**src/rtl/act7_tdm_demux_1by4.sv**
```systemverilog
// act7_tdm_demux_1by4: 1-to-4 time-division demultiplexer.
// A sync-marked valid beat is slot 0 (channel y0). Each following valid beat
// fills the next channel in order. A frame is complete when y3 is captured
// after y0..y2 of the same frame. Out-of-order sync is a framing error.
//
//  state | meaning
//  ------+-----------------------------------------------------------
//  HUNT  | not aligned; ignore beats until a sync beat arrives
//  RUN   | aligned; slot_q names the channel the next beat belongs to
module act7_tdm_demux_1by4 #(
  parameter int WIDTH = 8
) (
  input  logic             clk,
  input  logic             rst_n,
  input  logic [WIDTH-1:0] din,
  input  logic             din_valid,
  input  logic             sync,
  output logic [WIDTH-1:0] y0,
  output logic [WIDTH-1:0] y1,
  output logic [WIDTH-1:0] y2,
  output logic [WIDTH-1:0] y3,
  output logic [3:0]       ch_valid,
  output logic             frame_valid,
  output logic             sync_err,
  output logic             locked,
  output logic [7:0]       frame_cnt
);

  typedef enum logic {
    HUNT = 1'b0,
    RUN  = 1'b1
  } state_t;

  state_t           state_q, state_d;
  logic [1:0]       slot_q, slot_d;
  logic [3:0]       cap_d;
  logic [3:0]       ch_valid_q;
  logic             frame_valid_q, frame_valid_d;
  logic             sync_err_q, sync_err_d;
  logic             locked_q;
  logic [7:0]       frame_cnt_q, frame_cnt_d;
  logic [WIDTH-1:0] y0_q, y1_q, y2_q, y3_q;

  // Next-state, capture enables and event pulses for the current beat.
  // Reaching slot 3 in RUN is only possible through y0, y1, y2 of the same
  // frame (every entry into RUN and every resync lands on slot 1 after a y0
  // capture), so a y3 capture always closes an in-order frame.
  always_comb begin
    state_d       = state_q;
    slot_d        = slot_q;
    cap_d         = 4'b0000;
    sync_err_d    = 1'b0;
    frame_valid_d = 1'b0;
    if (din_valid) begin
      case (state_q)
        HUNT: begin
          if (sync) begin
            cap_d   = 4'b0001;
            slot_d  = 2'd1;
            state_d = RUN;
          end
        end
        RUN: begin
          if (sync) begin
            // Sync on slot 0 is a normal frame start; anywhere else it
            // abandons the partial frame and realigns on this beat.
            cap_d      = 4'b0001;
            slot_d     = 2'd1;
            sync_err_d = (slot_q != 2'd0);
          end else if (slot_q == 2'd0) begin
            sync_err_d = 1'b1;
            slot_d     = 2'd0;
            state_d    = HUNT;
          end else begin
            cap_d         = 4'b0001 << slot_q;
            slot_d        = slot_q + 2'd1;
            frame_valid_d = (slot_q == 2'd3);
          end
        end
        default: begin
          state_d = HUNT;
          slot_d  = 2'd0;
        end
      endcase
    end
  end

  // Completed-frame counter, wraps naturally at 8 bits.
  always_comb begin
    frame_cnt_d = frame_cnt_q;
    if (frame_valid_d) begin
      frame_cnt_d = frame_cnt_q + 8'd1;
    end
  end

  // Alignment state, slot pointer, lock indicator and counter.
  always_ff @(posedge clk or negedge rst_n) begin
    if (!rst_n) begin
      state_q     <= HUNT;
      slot_q      <= 2'd0;
      locked_q    <= 1'b0;
      frame_cnt_q <= 8'd0;
    end else begin
      state_q     <= state_d;
      slot_q      <= slot_d;
      locked_q    <= (state_d == RUN);
      frame_cnt_q <= frame_cnt_d;
    end
  end

  // One-cycle event strobes; all zero on idle cycles.
  always_ff @(posedge clk or negedge rst_n) begin
    if (!rst_n) begin
      ch_valid_q    <= 4'b0000;
      frame_valid_q <= 1'b0;
      sync_err_q    <= 1'b0;
    end else begin
      ch_valid_q    <= cap_d;
      frame_valid_q <= frame_valid_d;
      sync_err_q    <= sync_err_d;
    end
  end

  // Channel registers: only the addressed channel loads, the rest hold.
  always_ff @(posedge clk or negedge rst_n) begin
    if (!rst_n) begin
      y0_q <= '0;
      y1_q <= '0;
      y2_q <= '0;
      y3_q <= '0;
    end else begin
      if (cap_d[0]) y0_q <= din;
      if (cap_d[1]) y1_q <= din;
      if (cap_d[2]) y2_q <= din;
      if (cap_d[3]) y3_q <= din;
    end
  end

  assign y0          = y0_q;
  assign y1          = y1_q;
  assign y2          = y2_q;
  assign y3          = y3_q;
  assign ch_valid    = ch_valid_q;
  assign frame_valid = frame_valid_q;
  assign sync_err    = sync_err_q;
  assign locked      = locked_q;
  assign frame_cnt   = frame_cnt_q;

endmodule
```
**config.mk**
```make
export PLATFORM = sky130hd
export DESIGN_NAME = act7_tdm_demux_1by4
export DESIGN_NICKNAME = d
export VERILOG_FILES = /design/src/rtl/act7_tdm_demux_1by4.sv
export SDC_FILE = /design/constraint.sdc
export NUM_CORES = 1
export LEC_CHECK = 0
export CAP_MARGIN = 30
export CORE_MARGIN = 2
export CORE_UTILIZATION = 50
export DETAILED_ROUTE_END_ITERATION = 10
export GPL_TIMING_DRIVEN = 0
export PLACE_DENSITY = 0.88
export SLEW_MARGIN = 20
export SYNTH_ARGS = -nofsm -noshare
export SYNTH_HDL_FRONTEND = slang
export SYNTH_SLANG_ARGS = --single-unit
```
**constraint.sdc**
```tcl
create_clock -name clk -period 2.6 [get_ports clk]
set_input_delay 0.26 -clock clk [delete_from_list [all_inputs] [get_ports clk]]
set_output_delay 0.26 -clock clk [all_outputs]
set_load 0.05 [all_outputs]
```
==> impl_metrics.json, run 1 <==
{
  "place.gp.congestion": 0.678,
  "area_growth_pct": 38.0,
  "crit_buf_inv": 1,
  "numCtsBuffers": 5,
  "status": "finished clean",
  "use_met3_pct": 8.78,
  "utilization_pct": 73.2,
  "coreArea_sq_um": 3720,
  "grt_antenna_before_repair": 0,
  "post-route-period-util_pct": 72.4,
  "vias": 1247,
  "drt-initial-drc-count": 45,
  "portBuffers": 57,
  "met2_usage_pct": 34.6,
  "cts_resized": 0,
  "synth_cells": 131,
  "slew_headroom_pct": 64.5,
  "clockBufferDepth": 2,
  "synth_top_area_share_pct": 61.0,
  "p_leak_nw": 1.23,
  "worstHoldPathType": "in -> reg",
  "cts_setup_buffers": 0,
  "finalSetupViolCount": 0,
  "cp-end-kind": "output port",
  "synth_area_leaders": "dfrtp_1, mux2_2, ha_1",
  "yosysUniqueCellTypes": 26,
  "skew_ps": 8.24,
  "drc": 0,
  "multi_input_area_sq_um": 689,
  "grt_pass1_vias": 1336,
  "syn-cell-area_sq_um": 1970,
  "grt.busiest_layer": "met2",
  "grt_use_met1_pct": 24.1,
  "ant_nets": 0,
  "ys_seq_area_share_pct": 61.0,
  "seqCellArea_sq_um": 1200,
  "max_freq_ghz": 0.531,
  "nFillCells": 280,
  "hold_violations": 0,
  "io_pins": 59,
  "worstMarginPinSlew_ps": 531,
  "insertion_delay_ps": 300,
  "cp_data_required_time_ps": 2340,
  "rsz0062_at_grt": "false",
  "synth_seq_cells": 48,
  "synth_nets": 150,
  "routed_wl_microns": 3960,
  "crit_arrival_ps": 1620,
  "hold_buffers": 1,
  "tns_ps": 0,
  "synthFlopType": "dfrtp_1",
  "peakVddDrop_uv": 765,
  "max_stage_delay_ps": 850,
  "grt_start_max_net_pins": 36,
  "avgSynthCellArea_sq_um": 15.0,
  "synth_edf_count": 0,
  "yosys.area.top_type": "dfrtp_1",
  "cts_num_sinks": 48,
  "vias_per_cell": 5.07,
  "root_buffer": "clkbuf_8",
  "rows": 22,
  "initial_core_util_pct": 53.0,
  "period_needed_ps": 1880,
  "critPathTopFamily": "buffers and inverters",
  "critical_path_class": "reg -> out",
  "grt_overflow": 0,
  "die_x_microns": 66.8,
  "htree_levels": 2,
  "final-max-slew-violation-count": 0,
  "die_y_microns": 66.8,
  "final_layout_size_suffix_gt1_share_pct": 25.8,
  "cp-start-kind": "register",
  "clk_pin_slew_ps": 80,
  "crit_fanout": 5,
  "ys_async_sr_fraction_pct": 100,
  "yosysWarnings": 0,
  "wl_per_cell_microns": 16.1,
  "critPathSlowestCell": "clkdlybuf4s50_1",
  "path_cells": "clkdlybuf4s50_1",
  "nNetsFinal": 216,
  "drt_pass1_iterations": 4,
  "cts_tree": "built",
  "place_hpwl_microns": 2940,
  "die-area_sq_um": 4460,
  "maxCapViolations": 0,
  "grt_util_all_layers_pct": 20.8,
  "cellPowerDensity_nw_per_um2": 1260,
  "grt_pass1_wl_microns": 6640,
  "antennaDiodeCount": 0
}
[logic make-up after synthesis]
group | count (synthesis) | synth area share (%)
AOI/OAI and AO/OA | 6 | 1.78
xor gates and xnor gates | 7 | 3.11
DFF | 48 | 61.0
adders and majority gates | 7 | 4.44
buffers and inverters | 11 | 4.06
and+or+nand+nor | 19 | 6.41
muxes | 33 | 19.2
[report_power, final]
group,switching [mW],internal [mW]
combinational,1.15,0.659
clock,0.239,0.216
sequential,0.164,0.994
[flip-flops by register name, summed over array words and instances (netlist names)]
name,count
ch_valid,4
frame_cnt,8
locked,1
slot_q,2
sync_err,1
y0,8
y1,8
y2,8
y3,8
[worst paths after layout]
path                                          start  slack [ps]  depth (start not counted)                        to
max                        frame_cnt[0]$_DFFE_PN0P_         720                          1              frame_cnt[0]
min in group asynchronous                     rst_n         390                          2         y0[2]$_DFFE_PN0P_
min reg2reg                frame_cnt[7]$_DFFE_PN0P_         480                          1  frame_cnt[7]$_DFFE_PN0P_
max reg2reg                   slot_q[0]$_DFFE_PN0P_        1050                          5         y3[0]$_DFFE_PN0P_
max in group asynchronous                     rst_n        1730                          3         y0[0]$_DFFE_PN0P_
min                                       din_valid         210                          2     slot_q[1]$_DFFE_PN0P_
[stage by stage]
| stage | hold slack, ps | instances | setup slack, ps | instance area, sq um | power (mW) |
|---|---|---|---|---|---|
| 6_report | 208 | 246 | 717 | 2720 | 3.42 |
| 5_1_grt | 219 | 246 | 654 | 2720 | 3.58 |
| 4_1_cts | 204 | 246 | 709 | 2720 | 3.44 |
| 3_5_place_dp | 176 | 237 | 822 | 2620 | 2.98 |
| 3_3_place_gp | 463 | 236 | 96.1 | 2600 | 2.91 |
| 2_1_floorplan | -35.6 | 131 | 922 | 1970 | 2.34 |
[placed cells by master, fill, tap and decap left out, types with 2 or more instances in the layout]
master,synthesis,routed
clkdlybuf4s50_1,0,56
ha_1,7,7
xnor2_1,6,6
clkbuf_8,0,6
mux2_2,31,31
buf_4,2,2
buf_6,2,2
inv_1,6,6
nand2_2,2,2
buf_12,1,2
nor2_1,2,2
mux2_4,2,2
a21oi_1,2,2
o21ai_0,2,2
nand2_1,4,4
nand3_1,3,3
dfrtp_1,48,48
[cell type report]
type                    count  share of cell area, %
clock inverters             1                  0.276
repair buffers             59                   21.9
plain buffers               5                   2.12
clock buffers               7                   3.17
multi-input cells          72                   25.3
well taps                  48                   2.21
inverters                   6                  0.828
flip-flops and latches     48                   44.2
[metal layers]
metal	part of all wire [%]	vias to the layer above	routed length, microns
li1	-	580	-
met1	41	612	1610
met2	49	48	1960
met3	8.4	7	331
met4	1.5	0	61
met5	0	-	0
[synth_stat cells (2+ instances only)]
master	instances
mux2_4	2
nand2_2	2
ha_1	7
mux2_2	31
xnor2_1	6
nand3_1	3
buf_6	2
nor2_1	2
a21oi_1	2
nand2_1	4
inv_1	6
buf_4	2
dfrtp_1	48
o21ai_0	2
No activity file was read; power rests on OpenSTA's default activity.
==> inputs of run 2 (changes only) <==
--- a/config.mk
+++ b/config.mk
@@ -7,10 +7,10 @@
 export LEC_CHECK = 0
 export CAP_MARGIN = 30
 export CORE_MARGIN = 2
-export CORE_UTILIZATION = 50
+export CORE_UTILIZATION = 46
 export DETAILED_ROUTE_END_ITERATION = 10
 export GPL_TIMING_DRIVEN = 0
-export PLACE_DENSITY = 0.88
+export PLACE_DENSITY = 0.82
 export SLEW_MARGIN = 20
 export SYNTH_ARGS = -nofsm -noshare
 export SYNTH_HDL_FRONTEND = slang
==> constraint.sdc (replaced) <==
create_clock -name clk -period 1.8 [get_ports clk]
set_input_delay 0.18 -clock clk [delete_from_list [all_inputs] [get_ports clk]]
set_output_delay 0.18 -clock clk [all_outputs]
set_load 0.05 [all_outputs]
==> run 2 against run 1 <==
  * Clock-buffer cell count did not move
  * Cell count rose by 0.41%
  * Sequential share of layout area fell by 0.26 points
  * Setup slack got worse by 620 ps
  * Design area rose by 0.60%
  * Clock power rose by 43%
  * First-iteration DRC count fell by 31%
  * Via count rose by 0.80%
  * Wire length rose by 0.88%
  * Power rose by 44%
  * Hold slack got worse by 43 ps
  * Critical path type unchanged
==> impl_metrics.json, run 2 (synthesis gave the netlist of run 1 again) <==
{
  "status": "finished clean",
  "cts_num_sinks": 48,
  "grt_pass1_vias": 1360,
  "wl_per_cell_microns": 16.2,
  "utilization_pct": 67.4,
  "postPlaceCellArea_sq_um": 2630,
  "cp-end-kind": "output port",
  "power_mw": 4.92,
  "crit_fanout": 2,
  "cellPowerDensity_nw_per_um2": 1800,
  "vias": 1257,
  "r2r-end": "y3[0]$_DFFE_PN0P_",
  "vias_per_cell": 5.09,
  "ant_nets": 0,
  "initial_core_util_pct": 48.6,
  "grt_pass1_wl_microns": 6660,
  "r2r-start": "slot_q[0]$_DFFE_PN0P_",
  "rsz0062_at_grt": "false",
  "numCtsBuffers": 5,
  "final-max-slew-violation-count": 0,
  "p_leak_nw": 1.27,
  "coreArea_sq_um": 4060,
  "worstHoldPathType": "in -> reg",
  "root_buffer": "clkbuf_8",
  "startpoint": "ch_valid[3]$_DFF_PN0_",
  "drc": 0,
  "cp_data_required_time_ps": 1620,
  "post-route-period-util_pct": 94.7,
  "insertion_delay_ps": 280,
  "nFillCells": 296,
  "path_cells": "buf_4 > clkdlybuf4s50_1",
  "io_pins": 59,
  "hp-start": "din_valid",
  "rows": 23,
  "finalInstanceArea_sq_um": 2740,
  "reg2reg_depth": 5,
  "worstMarginPinSlew_ps": 577,
  "drt_pass1_iterations": 4,
  "max_stage_delay_ps": 780,
  "crit_arrival_ps": 1520,
  "cp-start-kind": "register",
  "worst_slack_ps": 95.5,
  "final_layout_size_suffix_gt1_share_pct": 25.9,
  "maxCapViolations": 0,
  "cts_tree": "built",
  "antennaDiodeCount": 0,
  "path_depth": 2,
  "crit_buf_inv": 2,
  "peakVddDrop_uv": 1140,
  "die_y_microns": 69.5,
  "period_needed_ps": 1700,
  "layout_common_cells": "clkdlybuf4s50_1, dfrtp_1, mux2_2",
  "portBuffers": 57,
  "dpl_worst_slack_ps": 74.4,
  "grt_antenna_before_repair": 0,
  "clk_pin_slew_ps": 70,
  "cp-endpoint": "ch_valid[3]",
  "hold_violations": 0,
  "routed_wl_microns": 3990,
  "place.gp.congestion": 0.735,
  "area_growth_pct": 38.9,
  "mostFrequentLayoutCell": "clkdlybuf4s50_1",
  "die-area_sq_um": 4820,
  "nNetsFinal": 216,
  "critPathTopFamily": "buffers and inverters",
  "finalSetupViolCount": 0,
  "htree_levels": 2,
  "grt_start_max_net_pins": 26,
  "skew_ps": 5.21,
  "critPathSlowestCell": "clkdlybuf4s50_1",
  "rrSetupSlack_ps": 280,
  "slew_headroom_pct": 61.5,
  "die_x_microns": 69.5,
  "drt-initial-drc-count": 31,
  "place_hpwl_microns": 3100,
  "max_freq_ghz": 0.587,
  "critical_path_class": "reg -> out",
  "clockBufferDepth": 2,
  "grt_util_all_layers_pct": 17.8,
  "grt_overflow": 0
}
[run 2: area by class of cell]
| class | count | area (sq um) | share of cell area (%) |
|---|---|---|---|
| plain buffers | 5 | 57.6 | 2.10 |
| clock buffers | 7 | 96.3 | 3.52 |
| inverters | 6 | 22.5 | 0.823 |
| multi-input cells | 72 | 689 | 25.2 |
| flip-flops and latches | 48 | 1200 | 43.9 |
| well taps | 50 | 62.6 | 2.29 |
| repair buffers | 59 | 607 | 22.2 |
[run 2: power by group]
part / internal [mW] / switching, mW / total [mW] / leakage, nW
clock: 0.342 / 0.307 / 0.649 / 0.0503
combinational: 0.943 / 1.66 / 2.60 / 0.620
sequential: 1.44 / 0.233 / 1.67 / 0.597
[run 2: metal layers]
metal | part of all wire [%] | vias up | track usage, %
met4 | 0 | 0 | 2.61
met5 | 0 | - | 0
li1 | - | 583 | -
met2 | 54 | 44 | 32.2
met1 | 40 | 630 | 21.0
met3 | 6.0 | 0 | 5.96
[run 2: what timing repair did]
item / CTS / global route
hold buffers: 1 / 0
gates resized for setup: 1 / 2
setup buffers: 0 / 0
hold endpoints to repair: 23 / 0
endpoints found under the setup margin: 1 / 2
[run 2: how the worst min path moves through the flow]
stage                                     to  slack [ps]  depth (start not counted)
floorplan              ch_valid[0]$_DFF_PN0_        -120                          0
global placement       slot_q[1]$_DFFE_PN0P_         430                          2
detailed placement  frame_cnt[7]$_DFFE_PN0P_         200                          1
CTS                    slot_q[1]$_DFFE_PN0P_         150                          2
global route           slot_q[1]$_DFFE_PN0P_         150                          2
finish                 slot_q[1]$_DFFE_PN0P_         160                          2
[run 2: worst register-to-register path: stages, from the launching register on]
cell and delay (ps):
dfrtp_1 430, ha_1 210, and4b_1 190, buf_6 150, buf_12 150, mux2_4 290
[run 2: stage by stage]
step                      std cells  hold WS, ps  setup TNS [ps]
after floorplan                 131         -116               0
after CTS                       247          153               0
final                           247          165               0
after detailed placement        239          205               0
after global placement          238          435          -30710
after global routing            247          154               0
==> inputs of run 3 (changes only) <==
--- a/config.mk
+++ b/config.mk
@@ -8,6 +8,7 @@
 export CAP_MARGIN = 30
 export CORE_MARGIN = 2
 export CORE_UTILIZATION = 46
+export CTS_CLUSTER_DIAMETER = 120
 export DETAILED_ROUTE_END_ITERATION = 10
 export GPL_TIMING_DRIVEN = 0
 export PLACE_DENSITY = 0.82
==> results of run 3 <==
The final DEF is identical to that of run 2; final timing and power are the same.
==> RTL edit 1 (config.mk and constraints of run 2) <==
Remove the register `ch_valid_q`: a continuous assignment takes its place, so the output `ch_valid` follows one clock earlier.
--- a/src/rtl/act7_tdm_demux_1by4.sv
+++ b/src/rtl/act7_tdm_demux_1by4.sv
@@ -111,15 +111,15 @@
   // One-cycle event strobes; all zero on idle cycles.
   always_ff @(posedge clk or negedge rst_n) begin
     if (!rst_n) begin
-      ch_valid_q    <= 4'b0000;
       frame_valid_q <= 1'b0;
       sync_err_q    <= 1'b0;
     end else begin
-      ch_valid_q    <= cap_d;
       frame_valid_q <= frame_valid_d;
       sync_err_q    <= sync_err_d;
     end
   end
+
+  assign ch_valid_q = cap_d;
 
   // Channel registers: only the addressed channel loads, the rest hold.
   always_ff @(posedge clk or negedge rst_n) begin
Function: changed (Yosys sat finds a counterexample within 4 cycles, from zero or initial values and one cycle with rst_n low).
==> RTL edit 1 against run 2 <==
- synthesized area is 4.7% lower
- maximum frequency fell by 2.0%
- synthesized cell count increased by 14%
- die area fell by 4.4%
- setup slack worse by 0.035 ns
- sequential power down 7%
- sequential cell count down 3
- total power fell by 0.32%
- final area decreased by 1.6%
- wire length is 0.70% higher
- sequential share of layout area shrank 2.1 points
- register-to-register slack improved by 0.08 ns
==> RTL edit 1: results (changes against run 2) <==
Placed Cells=257 (+7.5%); M3 GR Usage=0.0905 (+0.0309); adder-cell share of the synthesized area=0.0466 (+0.00219); top post-synthesis cells by area=dfrtp_1, mux2_2, nand2_1; critical path capture point=frame_cnt[2]; crit-path max FO=5 (+3); n_diodes=0 (unchanged); Compound-Gate Fraction of Synth Area=0.0187 (+0.000876); number of library cell types mapped by synthesis=22 (-15%); Fin Hold WS=0.177 ns (+0.0116 ns); Area Overhead vs Synth=43.4%; Final Net Count=236 (+9.3%); vias per cell=4.98 (-2.2%); r2r endpoint=y1[2]$_DFFE_PN0P_; Global Route Usage Sum=0.186 (+0.00746); met2 global-route usage=0.289 (-0.0324); Avg Cell Area, Syn=12.6 µm² (-16%); WL final=4020 µm (+0.70%); Clock Latency Late Sink=0.29 ns; DR vias=1334 (+6.1%); Lkg Pwr=1.31 nW (+3.1%); Worst path top cell family by delay=buffers and inverters; drt first pass iters=4 (unchanged); Hold Crit Depth=3 (+1); clk root buf=clkbuf_8; Global Route met1 Usage=0.234 (+0.0236); mux contribution to synthesized area=0.148 (-0.0445); first-pass GRT wire length=6210 µm (-6.7%); GP Congestion=0.812 (+10%); FF-to-FF setup slack=0.36 ns (+0.08 ns); post-synthesis sequential area ratio=0.600 (-0.00992); top cells by count, synth=dfrtp_1, nand2_1, mux2_2; TritonCTS buffer count=5 (unchanged); Worst Hold End=sync_err$_DFF_PN0_; dpl hpwl=2750 µm (-11%); largest net degree at the start of global routing=33 (+27%); worst r2r src=slot_q[0]$_DFFE_PN0P_; hold crit path type=in2reg; Fillers=302 (+2.0%); Peak VDD IR=0.000992 V (-13%); Worst-path clk slew=0.08 ns; Max-slew headroom=0.646 (+0.0305); XOR/XNOR Fraction of Synth Area=0.0326 (+0.00153); syn_nets=168 (+12%); ys async rst share=1.00 (unchanged); Clock Skews=0.00165 ns (-0.00356 ns); Iter 0 DRT Violations=77 (+150%); Post-DP Area=2530 µm² (-3.8%); beginning of the worst hold path=din_valid; yosys warns=0 (unchanged); worst setup path startpoint=frame_cnt[2]$_DFFE_PN0P_; Routed Antenna Nets=0 (unchanged); CP max stage delay=0.83 ns (+0.05 ns); outcome=complete, no violations; Worst EP arrival=1.56 ns (+0.04 ns); cells on worst reg2reg path=4 (-1); layout cells sized above 1=0.234 (-0.0249); Max stage delay cell, worst path=clkdlybuf4s50_1
==> RTL edit 1: through the flow <==
stage,total power [W],setup TNS [ns],setup slack (ns)
6_report,0.00491,0,0.0606
3_5_place_dp,0.00410,-1.85,-0.688
3_3_place_gp,0.00405,-30.80,-0.678
2_1_floorplan,0.00323,0,0.115
5_1_grt,0.00514,-0.0171,-0.0171
4_1_cts,0.00492,0,0.0172
==> RTL edit 1: cell type report <==
type	count	area share
sequential	45	0.418
clock buffer	7	0.0320
multi-input combinational	91	0.261
buffer	5	0.0172
clock inverter	1	0.0111
inverter	8	0.0111
tap	50	0.0232
timing repair buffer	61	0.226
==> RTL edit 1: tightest hold or removal path, delay by kind of cell <==
kind,cells,cell delay (ns)
and+or+nand+nor,2,0.10
buffers and inverters,1,0.16
==> RTL edit 1: repair_timing <==
| action | CTS | global route |
|---|---|---|
| hold endpoints to repair | 13 | 0 |
| setup buffers | 2 | 0 |
| setup endpoints to repair | 4 | 3 |
| hold buffers | 1 | 0 |
| pin swaps | 0 | 1 |
| gates resized for setup | 23 | 7 |
| gates cloned | 0 | 0 |
==> RTL edit 1: report_power, final <==
part           internal, W  leakage (nW)  switching (W)  total, W
Combinational     0.000912         0.688        0.00166   0.00257
Clock             0.000452        0.0585       0.000324  0.000776
Sequential         0.00135         0.560       0.000209   0.00156
Total              0.00271          1.31        0.00219   0.00491
==> RTL edit 1: routing by layer <==
layer | up-vias | part of all wire
li1 | 628 | -
met1 | 645 | 0.43
met5 | - | 0
met4 | 0 | 0.0075
met2 | 56 | 0.46
met3 | 5 | 0.11
==> RTL edit 2 (config.mk and constraints of run 2) <==
Without the edit above. Change the parameter `WIDTH` from 8 to 10.
--- a/src/rtl/act7_tdm_demux_1by4.sv
+++ b/src/rtl/act7_tdm_demux_1by4.sv
@@ -8,7 +8,7 @@
 //  HUNT  | not aligned; ignore beats until a sync beat arrives
 //  RUN   | aligned; slot_q names the channel the next beat belongs to
 module act7_tdm_demux_1by4 #(
-  parameter int WIDTH = 8
+  parameter int WIDTH = 10
 ) (
   input  logic             clk,
   input  logic             rst_n,
Interface: changed (5 resized); port bits go from 59 to 69. No check against the original RTL was run, so the function may have changed too.
==> RTL edit 2 against run 2 <==
- setup slack got worse by 0.014 ns
- non-clock buffer count rose by 12
- count of clock-buffer cells in the layout is 1 lower
- wire length up 6.6%
- clock skew increased by 0.0017 ns
- total power increased by 19%
- worst hold slack worse by 0.034 ns
- maximum frequency fell by 0.83%
- synthesized area up 17%
- cell count grew 19%
- sequential share of layout area increased by 0.15 points
- final area increased by 16%
- sequential cell count up 8
- largest power group unchanged
- highest routed layer is now met4
==> RTL edit 2: results (changes against run 2) <==
drt first pass iters=4 (unchanged); routed len/inst=14.5 µm (-10%); CTS max path bufs=2 (unchanged); clk root buf=clkbuf_8; Global Route Usage Sum=0.161 (-0.0175); number of library cell types mapped by synthesis=27 (+3.8%); crit-path max FO=2 (unchanged); yosys warns=0 (unchanged); Iter 0 DRT Violations=96 (+210%); GP Congestion=0.791 (+7.6%); Post-synth EDFFs=0 (unchanged); ys flop type=dfrtp_1; I/O Buffers=67 (+18%); top cells by count, synth=dfrtp_1, mux2_2, ha_1; post-synthesis sequential area ratio=0.610 (+0.000830); initial antenna violation count=0 (unchanged); TritonCTS buffer count=5 (unchanged); Max H-tree Level=2 (unchanged); dpl hpwl=2960 µm (-4.5%); DR vias=1407 (+12%); Final Net Count=246 (+14%); first-pass GRT wire length=6600 µm (-0.83%); syn_nets=171 (+14%); n_diodes=0 (unchanged); Max-slew headroom=0.539 (-0.0757); Fillers=374 (+26%); Clock Latency Late Sink=0.30 ns (+0.02 ns); hold crit path type=in2reg; pre-CTS WS=0.0641 ns (-0.0103 ns); Worst-path clk slew=0.10 ns (+0.03 ns); Peak VDD IR=0.00110 V (-3.8%); top post-synthesis cells by area=dfrtp_1, mux2_2, ha_1; Clock Skews=0.00691 ns (+0.00170 ns); Lkg Pwr=1.48 nW (+16%); layout cells sized above 1=0.270 (+0.0110); Post-DP Area=3050 µm² (+16%); vias in the first global route=1334 (-1.9%); largest net degree at the start of global routing=57 (+120%); outcome=complete, no violations; ys async rst share=1.00 (unchanged)
[RTL edit 2: path summary, 6_finish.rpt]
check | from | end | slack, ns | cells past startpoint
setup reg to reg | slot_q[0]$_DFFE_PN0P_ | y3[8]$_DFFE_PN0P_ | 0.24 | 5
max in group asynchronous | rst_n | y2[9]$_DFFE_PN0P_ | 0.88 | 2
min in group asynchronous | rst_n | y0[3]$_DFFE_PN0P_ | 0.46 | 2
hold / removal | din_valid | slot_q[1]$_DFFE_PN0P_ | 0.13 | 2
hold reg to reg | frame_cnt[7]$_DFFE_PN0P_ | frame_cnt[7]$_DFFE_PN0P_ | 0.47 | 1
setup / recovery | ch_valid[3]$_DFF_PN0_ | ch_valid[3] | 0.08 | 2
[RTL edit 2: cells by family after synthesis]
family          share of synthesized area
mux                                 0.204
fa+ha+maj                          0.0381
flops                               0.610
xor+xnor                           0.0300
compound gates                     0.0153
simple gates                       0.0550
buf+inv                            0.0469
[RTL edit 2: metrics by stage]
| step | util | cells |
|---|---|---|
| 5_1_grt | 0.669 | 293 |
| 3_5_place_dp | 0.641 | 284 |
| 6_report | 0.669 | 293 |
| 4_1_cts | 0.668 | 293 |
| 2_1_floorplan | - | 150 |
| 3_3_place_gp | 0.642 | 284 |
[RTL edit 2: timing repair]
action,4_1_cts,5_1_grt
hold buffers,1,0
setup endpoints to repair,2,2
endpoints found under the hold margin,56,0
gates resized for setup,2,2
[RTL edit 2: layout make-up]
| type | count | area share |
|---|---|---|
| buffer | 8 | 0.0267 |
| tap | 67 | 0.0263 |
| timing repair buffer | 68 | 0.214 |
| inverter | 6 | 0.00708 |
| multi-input combinational | 80 | 0.247 |
| clock inverter | 2 | 0.0122 |
| sequential | 56 | 0.440 |
| clock buffer | 6 | 0.0260 |
[RTL edit 2: critical path, stage by stage (launching register included)]
cell and delay (ns):
dfrtp_1 0.36, buf_4 0.10, clkdlybuf4s50_1 0.78
[RTL edit 2: power breakdown]
part	leakage, nW	switching [W]	total [W]	internal (W)
clock	0.0614	0.000393	0.000849	0.000455
combinational	0.721	0.00194	0.00306	0.00112
sequential	0.694	0.000259	0.00194	0.00169
total	1.48	0.00260	0.00585	0.00326
[RTL edit 2: metal layers]
layer	routed length, µm	part of all wire	GRT usage
met1	1950	0.46	0.219
met2	1970	0.46	0.248
met3	306	0.072	0.0455
met4	24	0.0056	0.0595
met5	0	0	0
